## config.mk

```make
export PLATFORM = sky130hd
export DESIGN_NAME = spi_flash_arbiter
export DESIGN_NICKNAME = d
export VERILOG_FILES = /design/src/rtl/spi_flash_arbiter.sv
export SDC_FILE = /design/constraint.sdc
export NUM_CORES = 1
export LEC_CHECK = 0
export ABC_AREA = 0
export CAP_MARGIN = 20
export CORE_MARGIN = 5
export CORE_UTILIZATION = 30
export CTS_BUF_LIST = sky130_fd_sc_hd__clkbuf_4
export DETAILED_ROUTE_END_ITERATION = 8
export MAX_ROUTING_LAYER = met4
export SLEW_MARGIN = 30
export SYNTH_ARGS = -nofsm -noshare
export SYNTH_HDL_FRONTEND = slang
export SYNTH_SLANG_ARGS = --single-unit
```

## constraint.sdc

```tcl
create_clock -name CLK_CPU -period 2.3 [get_ports CLK_CPU]
set_clock_uncertainty 0.15 [all_clocks]
set_input_delay 0.575 -clock CLK_CPU [delete_from_list [all_inputs] [get_ports CLK_CPU]]
set_output_delay 0.575 -clock CLK_CPU [all_outputs]
set_load 0.01 [all_outputs]
```

## src/rtl/spi_flash_arbiter.sv

```systemverilog
// spi_flash_arbiter: wakes the SPI flash from deep power-down (0xAB), then
// serves 32-bit READ (0x03) word fetches for two round-robin requesters.
//   CLK_CPU, resetn          clock, asynchronous active-low reset
//   req0_valid/addr/ready    port 0 (instruction fetch), ready is a 1-cycle pulse
//   req1_valid/addr/ready    port 1 (data load), ready is a 1-cycle pulse
//   rdata                    read word, first received byte in [7:0]
//   flash_ready              high once the wake sequence has completed
//   SPI_CS/SCK/SI, SPI_SO    mode 0 flash pins, MSB first, 2 clocks per bit
module spi_flash_arbiter #(
   parameter int WAKE_WAIT = 4,
   parameter int CS_IDLE   = 2
) (
   input  logic        CLK_CPU,
   input  logic        resetn,
   input  logic        req0_valid,
   input  logic [23:0] req0_addr,
   output logic        req0_ready,
   input  logic        req1_valid,
   input  logic [23:0] req1_addr,
   output logic        req1_ready,
   output logic [31:0] rdata,
   output logic        flash_ready,
   output logic        SPI_CS,
   output logic        SPI_SCK,
   output logic        SPI_SI,
   input  logic        SPI_SO
);
   typedef enum logic [2:0] {S_WAKE_CMD, S_WAKE_WAIT, S_IDLE, S_XFER, S_DONE, S_GAP} state_t;
   localparam logic [7:0] WW = 8'(WAKE_WAIT);
   localparam logic [7:0] CI = 8'(CS_IDLE);
   state_t      state_q;
   logic [5:0]  bit_q;
   logic [7:0]  cnt_q;
   logic [31:0] tx_q, rx_q, rdata_q;
   logic        cs_q, sck_q, si_q, last_q, port_q, fr_q, rdy0_q, rdy1_q;
   logic        gnt_d, gnt1_d;
   logic [23:0] addr_d;
   logic [5:0]  last_bit_d;
   // Round robin: on a tie the port that was not granted last wins.
   always_comb begin
      gnt_d      = req0_valid | req1_valid;
      gnt1_d     = req1_valid & (~req0_valid | ~last_q);
      addr_d     = gnt1_d ? req1_addr : req0_addr;
      last_bit_d = state_q == S_XFER ? 6'd63 : 6'd7;
   end
   always_ff @(posedge CLK_CPU or negedge resetn) begin
      if (!resetn) begin
         state_q <= S_WAKE_CMD;
         bit_q   <= '0;
         cnt_q   <= '0;
         tx_q    <= 32'hAB00_0000;
         rx_q    <= '0;
         rdata_q <= '0;
         cs_q    <= 1'b1;
         sck_q   <= 1'b0;
         si_q    <= 1'b0;
         last_q  <= 1'b1;
         port_q  <= 1'b0;
         fr_q    <= 1'b0;
         rdy0_q  <= 1'b0;
         rdy1_q  <= 1'b0;
      end else begin
         rdy0_q <= 1'b0;
         rdy1_q <= 1'b0;
         case (state_q)
            // Shared bit engine: SI moves on the SCK-low cycle, SO is taken on
            // the edge that raises SCK. The wake command enters with CS still
            // high; reads enter with CS already low from the granting edge.
            S_WAKE_CMD, S_XFER:
               if (cs_q) begin
                  cs_q <= 1'b0;
                  si_q <= tx_q[31];
                  tx_q <= {tx_q[30:0], 1'b0};
               end else if (!sck_q) begin
                  sck_q <= 1'b1;
                  if (bit_q[5]) rx_q <= {rx_q[30:0], SPI_SO};
               end else if (bit_q != last_bit_d) begin
                  sck_q <= 1'b0;
                  bit_q <= bit_q + 6'd1;
                  si_q  <= tx_q[31];
                  tx_q  <= {tx_q[30:0], 1'b0};
               end else begin
                  sck_q <= 1'b0;
                  cs_q  <= 1'b1;
                  si_q  <= 1'b0;
                  bit_q <= '0;
                  cnt_q <= '0;
                  if (state_q == S_XFER) begin
                     rdata_q <= {rx_q[7:0], rx_q[15:8], rx_q[23:16], rx_q[31:24]};
                     rdy0_q  <= ~port_q;
                     rdy1_q  <= port_q;
                     state_q <= S_DONE;
                  end else begin
                     state_q <= S_WAKE_WAIT;
                  end
               end
            S_WAKE_WAIT:
               if (cnt_q == WW) begin
                  fr_q    <= 1'b1;
                  state_q <= S_IDLE;
               end else begin
                  cnt_q <= cnt_q + 8'd1;
               end
            // The granting edge is already bit 0's SCK-low cycle; the READ
            // opcode's MSB is 0, and the rest of {03,addr} is preshifted.
            S_IDLE:
               if (gnt_d) begin
                  cs_q    <= 1'b0;
                  si_q    <= 1'b0;
                  tx_q    <= {7'h03, addr_d, 1'b0};
                  bit_q   <= '0;
                  port_q  <= gnt1_d;
                  last_q  <= gnt1_d;
                  state_q <= S_XFER;
               end
            S_DONE: begin
               cnt_q   <= '0;
               state_q <= S_GAP;
            end
            S_GAP:
               if (cnt_q + 8'd1 >= CI) state_q <= S_IDLE;
               else cnt_q <= cnt_q + 8'd1;
            default: state_q <= S_WAKE_CMD;
         endcase
      end
   end
   assign req0_ready  = rdy0_q;
   assign req1_ready  = rdy1_q;
   assign rdata       = rdata_q;
   assign flash_ready = fr_q;
   assign SPI_CS      = cs_q;
   assign SPI_SCK     = sck_q;
   assign SPI_SI      = si_q;
endmodule

```

Word level (Yosys, flattened, before mapping)
Index checks and enable logic that the tools add are counted.
{"block": "totals", "word_cells": 104, "ff_bits": 121}
{"block": "classes", "n_mux": 46, "n_addsub": 2, "order_cmp": 1, "n_eq_ne": 17, "reduce_logical": 15, "bitwise_logic": 9}
{"cell": "$mux 32", "count": 4}
{"cell": "$pmux 32 s2", "count": 1}
{"cell": "$mux 8", "count": 5}
{"cell": "$pmux 8 s4", "count": 1}
{"cell": "$mux 6", "count": 5}
{"cell": "$mux 24", "count": 1}
{"cell": "$mux 3", "count": 7}
{"cell": "$mux 1", "count": 18}
{"cell": "$ne 2x2->1 const B", "count": 8}
{"cell": "$pmux 3 s5", "count": 1}
{"cell": "$pmux 6 s2", "count": 1}
{"cell": "$reduce_and 4->1", "count": 3}
{"cell": "$reduce_and 6->1", "count": 2}
{"cell": "$add 8x1->8 const B", "count": 1}
{"cell": "$eq 8x3->1 const B", "count": 1}
{"cell": "$ge 8x2->1 const B", "count": 1}
{"cell": "$reduce_and 2->1", "count": 4}
{"cell": "$add 6x1->6 const B", "count": 1}
{"cell": "$eq 3x2->1 const B", "count": 2}
{"cell": "$eq 3x3->1 const B", "count": 2}
{"cell": "$ne 3x3->1 const B", "count": 2}
{"cell": "$ne 6x6->1", "count": 1}
{"cell": "$not 1->1", "count": 6}
{"cell": "$reduce_and 5->1", "count": 1}
{"cell": "other kinds (9)", "count": 11}

Depth between registers and ports, before layout
{"block": "depth", "depth_word": 7, "mapped_depth": 9, "mapped_depth_nobuf": 7}

Least setup slack after synthesis
No wires, ideal clock.
{"block": "synth_path", "kind": "reg2reg", "start": "reg state_q[2]", "end": "reg rdata_q[15], in the netlist rdata[15]", "path_buffers": 2, "required_time_ns": 2.025, "stages_incl_launch_ff": 8, "t_arrival_ns": 1.992, "setup_time_ns": 0.125, "setup_slack_ns": 0.033, "period_less_slack_ns": 2.267, "path_cell_list": "dfrtp_1 -> nand3b_2 -> mux2i_1 -> or2_0 -> buf_2 -> nor3_4 -> buf_6 -> mux2_2"}
{"block": "synth_between", "elab_chain_cells": 5, "elab_cells_between_ends": 7}
{"item": "from (decl)", "line": "31", "rtl": "state_t state_q;"}
{"item": "from (signal assigned)", "line": "48", "rtl": "state_q <= S_WAKE_CMD;"}
{"item": "from (signal assigned)", "line": "92", "rtl": "state_q <= S_DONE;"}
{"item": "from (signal assigned)", "line": "94", "rtl": "state_q <= S_WAKE_WAIT;"}
{"item": "$eq 3x2->1", "line": "44, 65, 88"}
{"item": "$mux 6", "line": "44", "rtl": "last_bit_d = state_q == S_XFER ? 6'd63 : 6'd7;"}
{"item": "$ne 6x6->1", "line": "77", "rtl": "end else if (bit_q != last_bit_d) begin"}
{"item": "$not 1->1 (no line)"}
{"item": "$reduce_and 5->1 (no line) (*)"}
{"item": "to (signal assigned)", "line": "89", "rtl": "rdata_q <= {rx_q[7:0], rx_q[15:8], rx_q[23:16], rx_q[31:24]};"}
{"item": "to (decl)", "line": "34", "rtl": "logic [31:0] tx_q, rx_q, rdata_q;"}
Mark *: on every way between the ends. The rest lies on a longest branch, timed or not.
A chain may end at the register's enable or synchronous reset.

Final worst setup path
{"block": "layout_path", "start": "reg cnt_q[0]", "end": "reg cnt_q[1]"}
{"block": "layout_between", "elab_chain_cells": 4, "elab_cells_between_ends": 9}
{"item": "from (decl)", "line": "33", "rtl": "logic [7:0] cnt_q;"}
{"item": "from (signal assigned)", "line": "102", "rtl": "cnt_q <= cnt_q + 8'd1;"}
{"item": "from (signal assigned)", "line": "122", "rtl": "else cnt_q <= cnt_q + 8'd1;"}
{"item": "$add 8x1->8", "line": "102, 121, 122"}
{"item": "$ge 8x2->1", "line": "121", "rtl": "if (cnt_q + 8'd1 >= CI) state_q <= S_IDLE;"}
{"item": "$ne 2x2->1 (no line)"}
{"item": "$reduce_and 6->1 (no line)"}
Several ways; a longest one is shown, not always the timed one. The select of a mux whose other input is x is not followed.

==> results.md <==
| Result | Value |
|:---|:---|
| Critical Path, Cell by Cell | ha_4 > or3_1 > a21boi_1 > mux2_2 > nand3_1 > o21a_2 > a32o_1 |
| Main flop type after synthesis | dfrtp_1 |
| Sum Neg Setup Slack | 0 ns |
| Count of yosys warnings during synthesis | 0 |
| Maximum fanout count along the critical path | 6 |
| Synth Net Count | 553 |
| Number of buffers inserted by port buffering | 90 |
| Final antenna-violating net count | 0 |
| Starting utilization of the core area | 30.6% |
| Pwr/cell area | 676 mW/mm2 |
| Relative contribution of combinational cells to total power | 20.9% |
| Sequential share of power | 51.8% |
| Met1 usage in global routing | 14.8% |
| Wire length of the first global-routing pass | 20100 um |
| R2R Path Start | cnt_q[0] |
| Cell internal power dissipation | 3.31 mW |
| Vias in the first global route | 4146 |
| Worst vdd rail ir drop | 0.262 mV |
| Number of design rule violations left after detail routing | 0 |
| Number of setup violations in the final report | 0 |
| Net Sw Frac | 32.2% |
| Maxcap violations | 0 |
| Nets | 666 |
| Clock network fraction of total power | 27.3% |
| Clock network latency to the later pin of the worst-skew pair | 0.54 ns |
| Met3 layer usage reported by global route | 3.67% |
| Measured slew at the worst slew-check pin | 0.664 ns |
| Fmax achieved | 0.452 GHz |
| Capturing point of the worst reg2reg path | cnt_q[1] |
| Critical setup path kind | flip-flop to flip-flop |
| Portion of the post-synthesis area used by sequential elements | 54.4% |
| Clock period minus final worst setup slack | 2.21 ns |
| Top-area cell type share of the netlist area | 51.1% |
| Cell leakage power | 3.28 nW |
| Number of core rows | 49 |
| R2R Setup Slk | 0.09 ns |
| Core box area | 0.0181 mm2 |
| Detailed Routing Iterations Pass 1 | 5 |
| Buffering stage count on the worst path with inverters included | 0 |
| Die area | 0.0213 mm2 |
| Met2 usage | 18.1% |
| Hold Crit Class | flip-flop to flip-flop |
| Longest individual stage delay on the worst path | 0.45 ns |
| Final cell count without fillers | 852 |
| Sort of element at the start of the critical path | flip-flop |
| GPL Wtd Cong | 0.824 |
| Relative area change from synthesis to final layout | 30.5% |
| Count of unique library cells instantiated by Yosys | 53 |
| Number of standard cells after synthesis | 496 |
| Antenna violations before repair | 1 |
| RSZ-0062 raised after global routing | no |
| Number of hold-slack violations in the final timing report | 0 |
| Final global-route overflow total | 0 |
| Clock tree from TritonCTS | built |
| Utilization after layout | 40.0% |
| Clock root buffer | clkbuf_4 |
| Type of destination of the critical path | flip-flop |
| Vert. Die Dim | 146 um |
| Slew headroom | 55.7% |
| Synthesized area divided by synthesized cell count | 11.2 um2 |
| Area post-placement | 0.00690 mm2 |
| Number of enable flip-flop cells after synthesis | 0 |
| H-Tree Level Count | 4 |
| Synthesized cell area | 0.00554 mm2 |
| Total number of vias | 4074 |
| Arrival time at the worst endpoint | 2.49 ns |
| Wire length per cell after detailed routing | 13.8 um |
| Total clock sinks | 120 |
| Global-route total usage across every layer | 11.8% |
| Die boundary width | 146 um |
| Final Routed Wirelength | 11800 um |
| Cell taking the most area after synthesis | dfrtp_1 |
| Fraction of final layout cells with drive strength greater than 1 | 24.8% |
| Post-route cell area | 0.00723 mm2 |
| Synth area leaders | dfrtp_1 (51%), mux2_2 (13%), o21ai_0 (5.6%), nand2_1 (4.9%), mux2i_1 (4.5%) |
| Switching power summed over all nets | 1.57 mW |
| WP data required | 2.58 ns |
| Proportion of synthesized flip-flops having asynchronous set or reset | 100% |
| Depth of the most critical reg-to-reg path | 7 |
| Clock input transition at the sequential cells of the worst setup and hold paths | 0.12 ns |
| Number of buffers created by CTS | 17 |
| Launching instance or port of the critical path | cnt_q[0] |
| Slew Limit Fails | 0 |
| GRT Max-Usage Layer | met2 |
| Cell family with most CP delay | compound AO/OA/AOI/OAI gates |
| Run status | completed |
| Post-detailed-route via-to-cell ratio | 4.78 |
| Number of instances in the placed design | 816 |
| Maximum number of pins on one net before global-route repair | 121 |
| Total I/O pin count | 91 |
| Critical Path Slowest Stage Cell | dfrtp_1 |
| Share of the cycle needed by the critical path after routing | 96.2% |
| Sum of net half-perimeters after detailed placement | 8230 um |
| #FFs+latches synth | 120 |
| Worst setup path endpoint | cnt_q[1] |
| DRT iter0 DRCs | 231 |
| Overall power after layout | 4.89 mW |
| Maximum clock insertion buffer count | 2 |
| Total number of cells along the worst setup path | 7 |
-- synth_stat cells, types with 3 or more instances --
cell      instances
a21oi_1           7
a31o_2            5
a31oi_1           6
buf_2            13
buf_6             3
clkbuf_1         12
dfrtp_1         113
dfstp_2           7
ha_1              4
inv_1             5
mux2_1            3
mux2_2           62
mux2i_1          25
nand2_1          73
nand2b_1          6
nand3_1           9
nand4_1           7
nor2_1           14
nor3_1            5
nor4_1            3
o211ai_1          3
o21a_1            3
o21ai_0          62
o31ai_1           3
or3_1             3
xor2_1            3
-- flip-flops by register name (all words and copies together), names as in the netlist --
signal / count
bit_q: 6
SPI_SCK: 1
tx_q: 31
flash_ready: 1
state_q: 3
cnt_q: 8
last_q: 1
rx_q: 32
port_q: 1
SPI_CS: 1
req1_ready: 1
SPI_SI: 1
req0_ready: 1
rdata: 32
-- cells by family (layout without fill, tap and decap cells) --
kind of cell               after synthesis  count (layout)  share of synthesized area, %
xor gates and xnor gates                 4               4                         0.633
and+or+nand+nor                        137             137                          11.7
muxes                                   90              90                          17.7
other                                    0               1                             0
buffers and inverters                   35             161                          3.14
adders and majority gates                4               4                         0.904
DFF                                    120             120                          54.4
AOI/OAI and AO/OA                      106             106                          11.5
-- power groups by stage --
stage	Clock, mW	Sequential (mW)	Combinational (mW)
5_1_grt	1.51	2.56	1.16
2_1_floorplan	0	2.53	0.623
4_1_cts	1.40	2.53	1.04
3_5_place_dp	0	2.58	1.02
6_report	1.33	2.53	1.02
3_3_place_gp	0	2.56	0.988
-- per-stage QoR --
stage / hold WS, ns / setup slack [ns]
detailed placement: 0.316 / -0.381
global route: 0.361 / 0.00112
global placement: 0.305 / -0.345
floorplan: 0.129 / 0.0332
CTS: 0.341 / 0.00707
finish: 0.337 / 0.0870
-- layout make-up --
| cell class | count | area [um2] |
|---|---|---|
| well taps | 229 | 287 |
| inverters | 6 | 22.5 |
| multi-input cells | 341 | 2400 |
| clock buffers | 17 | 128 |
| flip-flops and latches | 120 | 3020 |
| fillers | 1721 | 10900 |
| clock inverters | 15 | 120 |
| repair buffers | 123 | 1250 |
| diodes | 1 | 2.50 |
-- per-layer routing --
metal  vias to the layer above  routed length [um]
met3                        10                 618
met5                         -                   0
li1                       2010                   -
met4                         0                 145
met2                        93                5710
met1                      1961                5310
-- what timing repair did --
action	4_1_cts	5_1_grt
resized for setup	4	16
pin swaps	0	2
endpoints found under the hold margin	113	0
hold buffers	1	0
endpoints found under the setup margin	7	66
buffers inserted	2	0
-- cell usage in the layout (no fill, tap or decap), drive strengths merged, types with 3 or more instances in the layout --
cell type      netlist  final
nand2b               6      6
ha                   4      4
nand2               73     73
inv                  5     10
clkinv               1      7
dfrtp              113    113
dlymetal6s2s         0      7
nor4                 3      3
mux2                65     65
o31ai                3      3
clkdlybuf4s50        0     81
mux2i               25     25
o211ai               3      3
clkbuf              12     17
or3                  3      3
xor2                 3      3
clkinvlp             0      4
o21a                 3      3
buf                 17     33
dfstp                7      7
nor3                 6      6
or2                  3      3
a21oi                7      7
nor2                14     14
a31o                 5      5
a31oi                6      6
nand4                7      7
o21ai               62     62
nand3                9      9
-- worst min-delay path by stage --
stage	to	depth (start not counted)	startpoint	slack [ns]
finish	tx_q[19]	2	tx_q[19]	0.34
global route	tx_q[20]	2	tx_q[20]	0.36
CTS	tx_q[29]	2	tx_q[29]	0.34
detailed placement	tx_q[19]	2	tx_q[19]	0.32
global placement	tx_q[14]	2	tx_q[14]	0.31
floorplan	SPI_SCK	0	resetn	0.13
-- worst min-delay path: cells and delay by family, from the launching register on --
kind             cells  cell delay, ns
flip-flops           1            0.36
AND/OR/NAND/NOR      1            0.04
AO/OA/AOI/OAI        1            0.06
Power figures use the tool's default switching activity.
